===== src/rtl/reg_scoreboard_pkg.sv =====
// ----------------------------------------------------------------------------
// reg_scoreboard_pkg
// Shared definitions for the register scoreboard slice: the architectural
// register count, the fixed codes of the implicit IMUL/MUL/DIV destination
// pair (RDX:RAX), and the register code type used on every register port.
// ----------------------------------------------------------------------------
package reg_scoreboard_pkg;

    localparam int NUM_REGS = 16;   // architectural GPR count, codes 0..15
    localparam int REG_RAX  = 0;    // low half of the implicit RDX:RAX pair
    localparam int REG_RDX  = 2;    // high half of the implicit RDX:RAX pair

    typedef logic [3:0] reg_code_t;

endpackage : reg_scoreboard_pkg


===== src/rtl/reg_scoreboard_if.sv =====
// ----------------------------------------------------------------------------
// reg_scoreboard_if
// Groups the Read-stage issue handshake, the writeback retire bus and the
// flush request seen by the scoreboard.
//   master : Read/writeback side; drives issue, writeback and flush, and
//            observes canReadOut / issueFireOut.
//   slave  : scoreboard side; the reverse directions.
// ----------------------------------------------------------------------------
interface reg_scoreboard_if;
    import reg_scoreboard_pkg::*;

    // Issue request from the Read stage
    logic      issueValidIn;
    logic      stallIn;
    reg_code_t sourceReg1In;
    logic      sourceReg1ValidIn;
    reg_code_t sourceReg2In;
    logic      sourceReg2ValidIn;
    reg_code_t destRegIn;
    logic      destRegValidIn;
    logic      destIsSrcIn;
    logic      destRegisterSpecialValidIn;

    // Writeback retire bus
    logic      wbValidIn;
    reg_code_t wbRegIn;
    logic      wbSpecialValidIn;

    // Pipeline flush
    logic      flushIn;

    // Issue handshake results
    logic      canReadOut;
    logic      issueFireOut;

    modport master (
        output issueValidIn, stallIn,
        output sourceReg1In, sourceReg1ValidIn, sourceReg2In, sourceReg2ValidIn,
        output destRegIn, destRegValidIn, destIsSrcIn, destRegisterSpecialValidIn,
        output wbValidIn, wbRegIn, wbSpecialValidIn,
        output flushIn,
        input  canReadOut, issueFireOut
    );

    modport slave (
        input  issueValidIn, stallIn,
        input  sourceReg1In, sourceReg1ValidIn, sourceReg2In, sourceReg2ValidIn,
        input  destRegIn, destRegValidIn, destIsSrcIn, destRegisterSpecialValidIn,
        input  wbValidIn, wbRegIn, wbSpecialValidIn,
        input  flushIn,
        output canReadOut, issueFireOut
    );

endinterface : reg_scoreboard_if


===== src/rtl/reg_scoreboard_sb_counter.sv =====
// ----------------------------------------------------------------------------
// sb_counter
// Per-register in-flight write counter. Saturates at both ends: an increment
// at all-ones holds, a decrement at zero holds and raises underflowOut for
// that cycle. A simultaneous increment and decrement cancel out. clearIn
// overrides both.
// Ports:
//   clk, reset    : clock, asynchronous active-high reset
//   incIn, decIn  : count one issued write / one retired write
//   clearIn       : synchronous clear (pipeline flush)
//   zeroOut       : counter is zero
//   fullOut       : counter is at its maximum value
//   underflowOut  : combinational pulse, decrement requested at zero
// ----------------------------------------------------------------------------
module sb_counter #(
    parameter int CNT_W = 2
) (
    input  logic clk,
    input  logic reset,
    input  logic incIn,
    input  logic decIn,
    input  logic clearIn,
    output logic zeroOut,
    output logic fullOut,
    output logic underflowOut
);

    logic [CNT_W-1:0] count;

    assign zeroOut  = (count == '0);
    assign fullOut  = (count == '1);
    // A flushed writeback is discarded, so it cannot underflow.
    assign underflowOut = decIn && !incIn && zeroOut && !clearIn;

    // NOTE: sequential state uses non-blocking assignments only; the
    // implicit "else hold" is safe here because this is a clocked block.
    always_ff @(posedge clk or posedge reset) begin
        if (reset) begin
            count <= '0;
        end else if (clearIn) begin
            count <= '0;
        end else if (incIn && !decIn && !fullOut) begin
            count <= count + 1'b1;
        end else if (decIn && !incIn && !zeroOut) begin
            count <= count - 1'b1;
        end
    end

endmodule : sb_counter


===== src/rtl/reg_scoreboard.sv =====
// ----------------------------------------------------------------------------
// reg_scoreboard
// Tracks in-flight writes per architectural register and blocks issue of an
// instruction that reads a register with a pending write (RAW) or whose
// destination counter is already saturated.
// Ports:
//   clk, reset      : clock, asynchronous active-high reset
//   sbIf (slave)    : issue request, writeback retire, flush; canReadOut and
//                     issueFireOut back to the Read stage
//   busyOut         : bit i set while register i has a pending write
//   underflowErrOut : sticky, a writeback hit a register with no pending write
//   hazardCyclesOut : free-running count of cycles an issue was held by hazard
// ----------------------------------------------------------------------------
module reg_scoreboard
    import reg_scoreboard_pkg::reg_code_t;
    import reg_scoreboard_pkg::REG_RAX;
    import reg_scoreboard_pkg::REG_RDX;
#(
    parameter int CNT_W    = 2,
    parameter int NUM_REGS = reg_scoreboard_pkg::NUM_REGS
) (
    input  logic                clk,
    input  logic                reset,
    reg_scoreboard_if.slave     sbIf,
    output logic [NUM_REGS-1:0] busyOut,
    output logic                underflowErrOut,
    output logic [31:0]         hazardCyclesOut
);

    logic [NUM_REGS-1:0] targeted;     // registers this instruction writes
    logic [NUM_REGS-1:0] readUse;      // registers this instruction reads
    logic [NUM_REGS-1:0] retire;       // registers retired by writeback
    logic [NUM_REGS-1:0] zeroVec;
    logic [NUM_REGS-1:0] fullVec;
    logic [NUM_REGS-1:0] underflowVec;
    logic                hazard;
    logic                issueFire;

    for (genvar i = 0; i < NUM_REGS; i++) begin : gReg
        localparam reg_code_t CODE       = reg_code_t'(i);
        localparam bit        IS_SPECIAL = (i == REG_RAX) || (i == REG_RDX);

        // Expressed as one-hot vectors so RAX/RDX named both explicitly and
        // implicitly still count once.
        assign targeted[i] = (sbIf.destRegValidIn && (sbIf.destRegIn == CODE))
                          || (sbIf.destRegisterSpecialValidIn && IS_SPECIAL);

        assign readUse[i]  = (sbIf.sourceReg1ValidIn && (sbIf.sourceReg1In == CODE))
                          || (sbIf.sourceReg2ValidIn && (sbIf.sourceReg2In == CODE))
                          || (sbIf.destIsSrcIn       && (sbIf.destRegIn    == CODE));

        assign retire[i]   = (sbIf.wbValidIn && (sbIf.wbRegIn == CODE))
                          || (sbIf.wbSpecialValidIn && IS_SPECIAL);

        sb_counter #(
            .CNT_W (CNT_W)
        ) uCounter (
            .clk          (clk),
            .reset        (reset),
            .incIn        (issueFire && targeted[i]),
            .decIn        (retire[i]),
            .clearIn      (sbIf.flushIn),
            .zeroOut      (zeroVec[i]),
            .fullOut      (fullVec[i]),
            .underflowOut (underflowVec[i])
        );
    end

    assign busyOut = ~zeroVec;

    // Hazard uses registered counter state only, so a writeback in this
    // cycle frees a register starting next cycle (no bypass).
    assign hazard = |(readUse & busyOut) || |(targeted & fullVec);

    // NOTE: purely combinational outputs are continuous assigns, so no path
    // can leave a value unassigned and infer a latch.
    assign sbIf.canReadOut   = sbIf.issueValidIn && !hazard && !sbIf.flushIn;
    assign issueFire         = sbIf.canReadOut && !sbIf.stallIn;
    assign sbIf.issueFireOut = issueFire;

    always_ff @(posedge clk or posedge reset) begin
        if (reset) begin
            underflowErrOut <= 1'b0;
            hazardCyclesOut <= '0;
        end else begin
            if (|underflowVec) begin
                underflowErrOut <= 1'b1;
            end
            if (sbIf.issueValidIn && hazard && !sbIf.flushIn) begin
                hazardCyclesOut <= hazardCyclesOut + 32'd1;
            end
        end
    end

endmodule : reg_scoreboard


===== src/flat_wrapper.sv =====
// flat-port wrapper written by rule: the top's interface ports become plain ports
module reg_scoreboard_flat import reg_scoreboard_pkg::reg_code_t; import reg_scoreboard_pkg::REG_RAX; import reg_scoreboard_pkg::REG_RDX;
#(
    parameter int CNT_W    = 2,
    parameter int NUM_REGS = reg_scoreboard_pkg::NUM_REGS
)
  (clk, reset, busyOut, underflowErrOut, hazardCyclesOut, sbIf_issueValidIn, sbIf_stallIn, sbIf_sourceReg1In, sbIf_sourceReg1ValidIn, sbIf_sourceReg2In, sbIf_sourceReg2ValidIn, sbIf_destRegIn, sbIf_destRegValidIn, sbIf_destIsSrcIn, sbIf_destRegisterSpecialValidIn, sbIf_wbValidIn, sbIf_wbRegIn, sbIf_wbSpecialValidIn, sbIf_flushIn, sbIf_canReadOut, sbIf_issueFireOut);
  reg_scoreboard_if sbIf_i ();
  input  logic clk;
  input  logic reset;
  output logic [NUM_REGS-1:0] busyOut;
  output logic underflowErrOut;
  output logic [31:0] hazardCyclesOut;
  input wire logic [$bits(sbIf_i.issueValidIn)-1:0] sbIf_issueValidIn;
  input wire logic [$bits(sbIf_i.stallIn)-1:0] sbIf_stallIn;
  input wire logic [$bits(sbIf_i.sourceReg1In)-1:0] sbIf_sourceReg1In;
  input wire logic [$bits(sbIf_i.sourceReg1ValidIn)-1:0] sbIf_sourceReg1ValidIn;
  input wire logic [$bits(sbIf_i.sourceReg2In)-1:0] sbIf_sourceReg2In;
  input wire logic [$bits(sbIf_i.sourceReg2ValidIn)-1:0] sbIf_sourceReg2ValidIn;
  input wire logic [$bits(sbIf_i.destRegIn)-1:0] sbIf_destRegIn;
  input wire logic [$bits(sbIf_i.destRegValidIn)-1:0] sbIf_destRegValidIn;
  input wire logic [$bits(sbIf_i.destIsSrcIn)-1:0] sbIf_destIsSrcIn;
  input wire logic [$bits(sbIf_i.destRegisterSpecialValidIn)-1:0] sbIf_destRegisterSpecialValidIn;
  input wire logic [$bits(sbIf_i.wbValidIn)-1:0] sbIf_wbValidIn;
  input wire logic [$bits(sbIf_i.wbRegIn)-1:0] sbIf_wbRegIn;
  input wire logic [$bits(sbIf_i.wbSpecialValidIn)-1:0] sbIf_wbSpecialValidIn;
  input wire logic [$bits(sbIf_i.flushIn)-1:0] sbIf_flushIn;
  output wire logic [$bits(sbIf_i.canReadOut)-1:0] sbIf_canReadOut;
  output wire logic [$bits(sbIf_i.issueFireOut)-1:0] sbIf_issueFireOut;
  assign sbIf_i.issueValidIn = sbIf_issueValidIn;
  assign sbIf_i.stallIn = sbIf_stallIn;
  assign sbIf_i.sourceReg1In = sbIf_sourceReg1In;
  assign sbIf_i.sourceReg1ValidIn = sbIf_sourceReg1ValidIn;
  assign sbIf_i.sourceReg2In = sbIf_sourceReg2In;
  assign sbIf_i.sourceReg2ValidIn = sbIf_sourceReg2ValidIn;
  assign sbIf_i.destRegIn = sbIf_destRegIn;
  assign sbIf_i.destRegValidIn = sbIf_destRegValidIn;
  assign sbIf_i.destIsSrcIn = sbIf_destIsSrcIn;
  assign sbIf_i.destRegisterSpecialValidIn = sbIf_destRegisterSpecialValidIn;
  assign sbIf_i.wbValidIn = sbIf_wbValidIn;
  assign sbIf_i.wbRegIn = sbIf_wbRegIn;
  assign sbIf_i.wbSpecialValidIn = sbIf_wbSpecialValidIn;
  assign sbIf_i.flushIn = sbIf_flushIn;
  assign sbIf_canReadOut = sbIf_i.canReadOut;
  assign sbIf_issueFireOut = sbIf_i.issueFireOut;
  reg_scoreboard #(.CNT_W(CNT_W), .NUM_REGS(NUM_REGS)) u_core (.clk(clk), .reset(reset), .sbIf(sbIf_i), .busyOut(busyOut), .underflowErrOut(underflowErrOut), .hazardCyclesOut(hazardCyclesOut));
endmodule

===== config.mk =====
export PLATFORM = sky130hd
export DESIGN_NAME = reg_scoreboard_flat
export DESIGN_NICKNAME = d
export VERILOG_FILES = /design/src/rtl/reg_scoreboard_pkg.sv /design/src/rtl/reg_scoreboard_if.sv /design/src/rtl/reg_scoreboard_sb_counter.sv /design/src/rtl/reg_scoreboard.sv /design/src/flat_wrapper.sv
export SDC_FILE = /design/constraint.sdc
export NUM_CORES = 1
export LEC_CHECK = 0
export CAP_MARGIN = 20
export CORE_ASPECT_RATIO = 1.1
export CORE_MARGIN = 2
export CORE_UTILIZATION = 45
export CTS_BUF_LIST = sky130_fd_sc_hd__clkbuf_4 sky130_fd_sc_hd__clkbuf_8
export CTS_CLUSTER_SIZE = 14
export DETAILED_ROUTE_END_ITERATION = 16
export HOLD_SLACK_MARGIN = 0.15
export PLACE_DENSITY = 0.7
export SYNTH_ARGS = -nofsm -noshare
export SYNTH_HDL_FRONTEND = slang
export SYNTH_HIERARCHICAL = 1
export SYNTH_SLANG_ARGS = --single-unit

===== constraint.sdc =====
create_clock -name clk -period 9.9 [get_ports clk]
set_input_delay 2.475 -clock clk [delete_from_list [all_inputs] [get_ports clk]]
set_output_delay 2.475 -clock clk [all_outputs]
set_load 0.1 [all_outputs]

==> impl_metrics.ini <==
[worst_setup_path]
arrival_ns = 6.33
critPathLaunchType = input pin
timing.critical_path.fanout_max = 33
worstSetupEndpointType = output port
r2r_cells = 15
required_time_of_the_critical_path_ns = 7.43
critPathKind = in2out

[power]
switchingPower_w = 0.0002293
vdd_drop_max_mv = 0.2542
internal_power_w = 0.0004603
pwr-share-comb_pct = 21.5
power.share.clock_pct = 37.4
cellPowerDensity_nw_per_um2 = 108.4
power.share.sequential_pct = 41.1
design_power_total_w = 0.0006897
power_switching_share_pct = 33.26
cellLeakagePower_nw = 2.397

[clocking]
cts_tree = yes
cts.repair.resized = 0
postCtsHoldBufs = 0
clockBufferDepth = 2
cts_inserted_buffers = 9
clk_pin_slew_worst_paths_ns = 0.07
postCtsSetupRepairBufs = 0
cts_num_sinks = 65
worst_skew_pair_latency_ns = 0.35
ctsHtreeMaxLevel = 3
clockRootBuffer = sky130_fd_sc_hd__clkbuf_8

[placed_design]
io_buffers = 78
dp_hpwl_um = 11890
placement.setup.worst_slack_ns = 1.185
placed_cells_incl_taps = 818
globalplace.congestion = 0.9568

[floorplanning]
die_width_um = 107.0
chipHeight_um = 117.3
fp.coreArea_sq_um = 11440
std_cell_rows = 41
initial_core_util_pct = 45.94
floorplan.io_pins = 79
fp.dieArea_sq_um = 12560

[finish]
most_common_library_cell_in_the_layout_ignoring_fill_and_taps = sky130_fd_sc_hd__clkdlybuf4s50_1
layout_cells_excl_fill = 834
drive_above_1_share_pct = 12.72
n_antenna_cell = 0
num-nets-final = 708
syn_to_final_growth_pct = 21.10
most-common-layout-cells = sky130_fd_sc_hd__clkdlybuf4s50_1 (75), sky130_fd_sc_hd__dfrtp_1 (65), sky130_fd_sc_hd__inv_1 (55), sky130_fd_sc_hd__nor2_1 (47), sky130_fd_sc_hd__nand2_1 (35)
layout.core_utilization_pct = 55.63

[hold_path]
hold_path.class = reg2reg
holdPathStages = 1

[timing]
min_period_over_period_pct = 88.91
fin_tns_setup_ns = 0
finalClockSkew_ns = 0.01240
fin_crit_ns = 8.802
maxSlewViolCount = 0
slew-limit-headroom_pct = 34.09
setup_violations = 0
finalHoldViolations = 0
unrepaired_setup_endpoints_after_global_routing = no
tightestPinTransition_ns = 0.9855
setup_ws_ns = 1.098
fmax_mhz = 113.6

[synthesis]
netlist_top_cells_area = sky130_fd_sc_hd__dfrtp_1 (31%), sky130_fd_sc_hd__xnor2_1 (5.0%), sky130_fd_sc_hd__o311ai_2 (5.0%)
yosysSeqAreaShare_pct = 30.95
yosysTopAreaCell = sky130_fd_sc_hd__dfrtp_1
post-synth-top-area-fraction_pct = 30.95
synth-seq-cells = 65
post_synth_instance_area_sq_um = 5255
syn-instance-count = 606
synth_top_flop_cell = sky130_fd_sc_hd__dfrtp_1
synth.yosys.warnings = 6
number_of_enable_type_register_cells_in_the_synthesized_netlist = 0
synthArstFlopShare_pct = 100.0
post_synth_num_cell_types = 61
synth_fp_nets = 635
postSynthAreaPerCell_sq_um = 8.672

[global_routing]
track_usage_pct = 24.94
first_global_vias = 4799
grt_pass1_wl_um = 24830
grt_start_max_net_pins = 58
grt.overflow.total = 0
initial_antenna_violation_count = 0

[drt]
initialDrtViolationCount = 294
drt_first_pass_iters = 4
detailed_route_via_count = 4853
post-route-drc-count = 0
via_per_inst = 5.819
wl_per_cell_um = 18.64
wirelength_um = 15550
drt.antenna.violating_nets = 0

[run_status]
run_status = finished, final reports clean

[run]
drv.max_cap_violation_count = 0
## synthesized netlist by cell type (5+ instances only)
master and count:
sky130_fd_sc_hd__dfrtp_1 65, sky130_fd_sc_hd__inv_1 55, sky130_fd_sc_hd__nor2_1 47, sky130_fd_sc_hd__nand2_1 35, sky130_fd_sc_hd__nand3_1 31, sky130_fd_sc_hd__xnor2_1 30, sky130_fd_sc_hd__and2_1 24, sky130_fd_sc_hd__nand2b_1 24
sky130_fd_sc_hd__nand4_1 24, sky130_fd_sc_hd__nor4_1 22, sky130_fd_sc_hd__a21oi_1 21, sky130_fd_sc_hd__mux2_2 19, sky130_fd_sc_hd__nand4b_1 19, sky130_fd_sc_hd__or3_1 18, sky130_fd_sc_hd__a21bo_1 16, sky130_fd_sc_hd__nand2b_4 16
sky130_fd_sc_hd__o311ai_2 16, sky130_fd_sc_hd__nor3_1 15, sky130_fd_sc_hd__and3_1 13, sky130_fd_sc_hd__buf_2 10, sky130_fd_sc_hd__nor2b_1 10, sky130_fd_sc_hd__clkbuf_1 8, sky130_fd_sc_hd__o21ai_0 5
## cells by family after synthesis
kind of cell    Yosys count  synth area share (%)
fa+ha+maj                 1                0.2381
flops                    65                 30.95
mux                      23                 4.833
compound gates           88                 15.19
simple gates            321                 37.52
buf+inv                  77                 6.095
xor+xnor                 31                 5.167
## per-layer routing
metal / share of wire (%) / track usage (%)
met1: 42 / 31.93
met2: 49 / 40.47
met3: 4.9 / 4.725
met4: 4.3 / 11.28
met5: 0 / 0
## layout make-up
| cell class | count | area, sq um |
|---|---|---|
| inverter | 56 | 210.2 |
| clock inverter | 6 | 91.34 |
| tap | 150 | 187.7 |
| sequential | 65 | 1627 |
| timing repair buffer | 83 | 808.3 |
| multi-input combinational | 464 | 3308 |
| clock buffer | 10 | 131.4 |
| fill | 1089 | 5076 |
## sequential cells by signal (all words and copies together), names as in the netlist
name / flops
u_core/underflowErrOut: 1
u_core/gReg.uCounter/count: 32
u_core/hazardCyclesOut: 32
## path summary, 6_finish.rpt
check	from	endpoint	slack, ns
setup / recovery	sbIf_destRegIn[1]	sbIf_issueFireOut	1.10
hold / removal	u_core/hazardCyclesOut[31]$_DFFE_PP0P_	u_core/hazardCyclesOut[31]$_DFFE_PP0P_	0.48
setup reg to reg	u_core/gReg[2].uCounter/count[0]$_DFFE_PP0P_	u_core/underflowErrOut$_DFFE_PP0P_	4.85
hold reg to reg	u_core/hazardCyclesOut[31]$_DFFE_PP0P_	u_core/hazardCyclesOut[31]$_DFFE_PP0P_	0.48
max in group asynchronous	reset	u_core/hazardCyclesOut[25]$_DFFE_PP0P_	6.83
min in group asynchronous	reset	u_core/gReg[3].uCounter/count[0]$_DFFE_PP0P_	2.51
## stage by stage
step	hold WS, ns	instance area (sq um)
2_1_floorplan	0.5380	5255
3_3_place_gp	0.4681	6141
3_5_place_dp	0.4625	6141
4_1_cts	0.4840	6364
5_1_grt	0.4989	6364
6_report	0.4811	6364
## critical path, stage by stage
cell and delay [ns]:
sky130_fd_sc_hd__clkdlybuf4s50_1 1.03, sky130_fd_sc_hd__nor2_1 0.26, sky130_fd_sc_hd__o2111ai_1 0.19, sky130_fd_sc_hd__nand4_1 0.12, sky130_fd_sc_hd__a2111oi_0 0.42, sky130_fd_sc_hd__nand4_1 0.13
sky130_fd_sc_hd__or4_1 0.45, sky130_fd_sc_hd__buf_4 0.27, sky130_fd_sc_hd__or3_1 0.40, sky130_fd_sc_hd__buf_4 0.22, sky130_fd_sc_hd__inv_1 0.07, sky130_fd_sc_hd__buf_4 0.28
## power by group through the flow
stage	Sequential, W	Clock, W	Combinational (W)
CTS	0.000283	0.000264	0.000148
detailed placement	0.000288	0	0.000148
finish	0.000284	0.000258	0.000148
global route	0.000285	0.000274	0.000156
global placement	0.000287	0	0.000145
floorplan	0.000333	0	0.0000537
(Power assumes the default switching activity.)
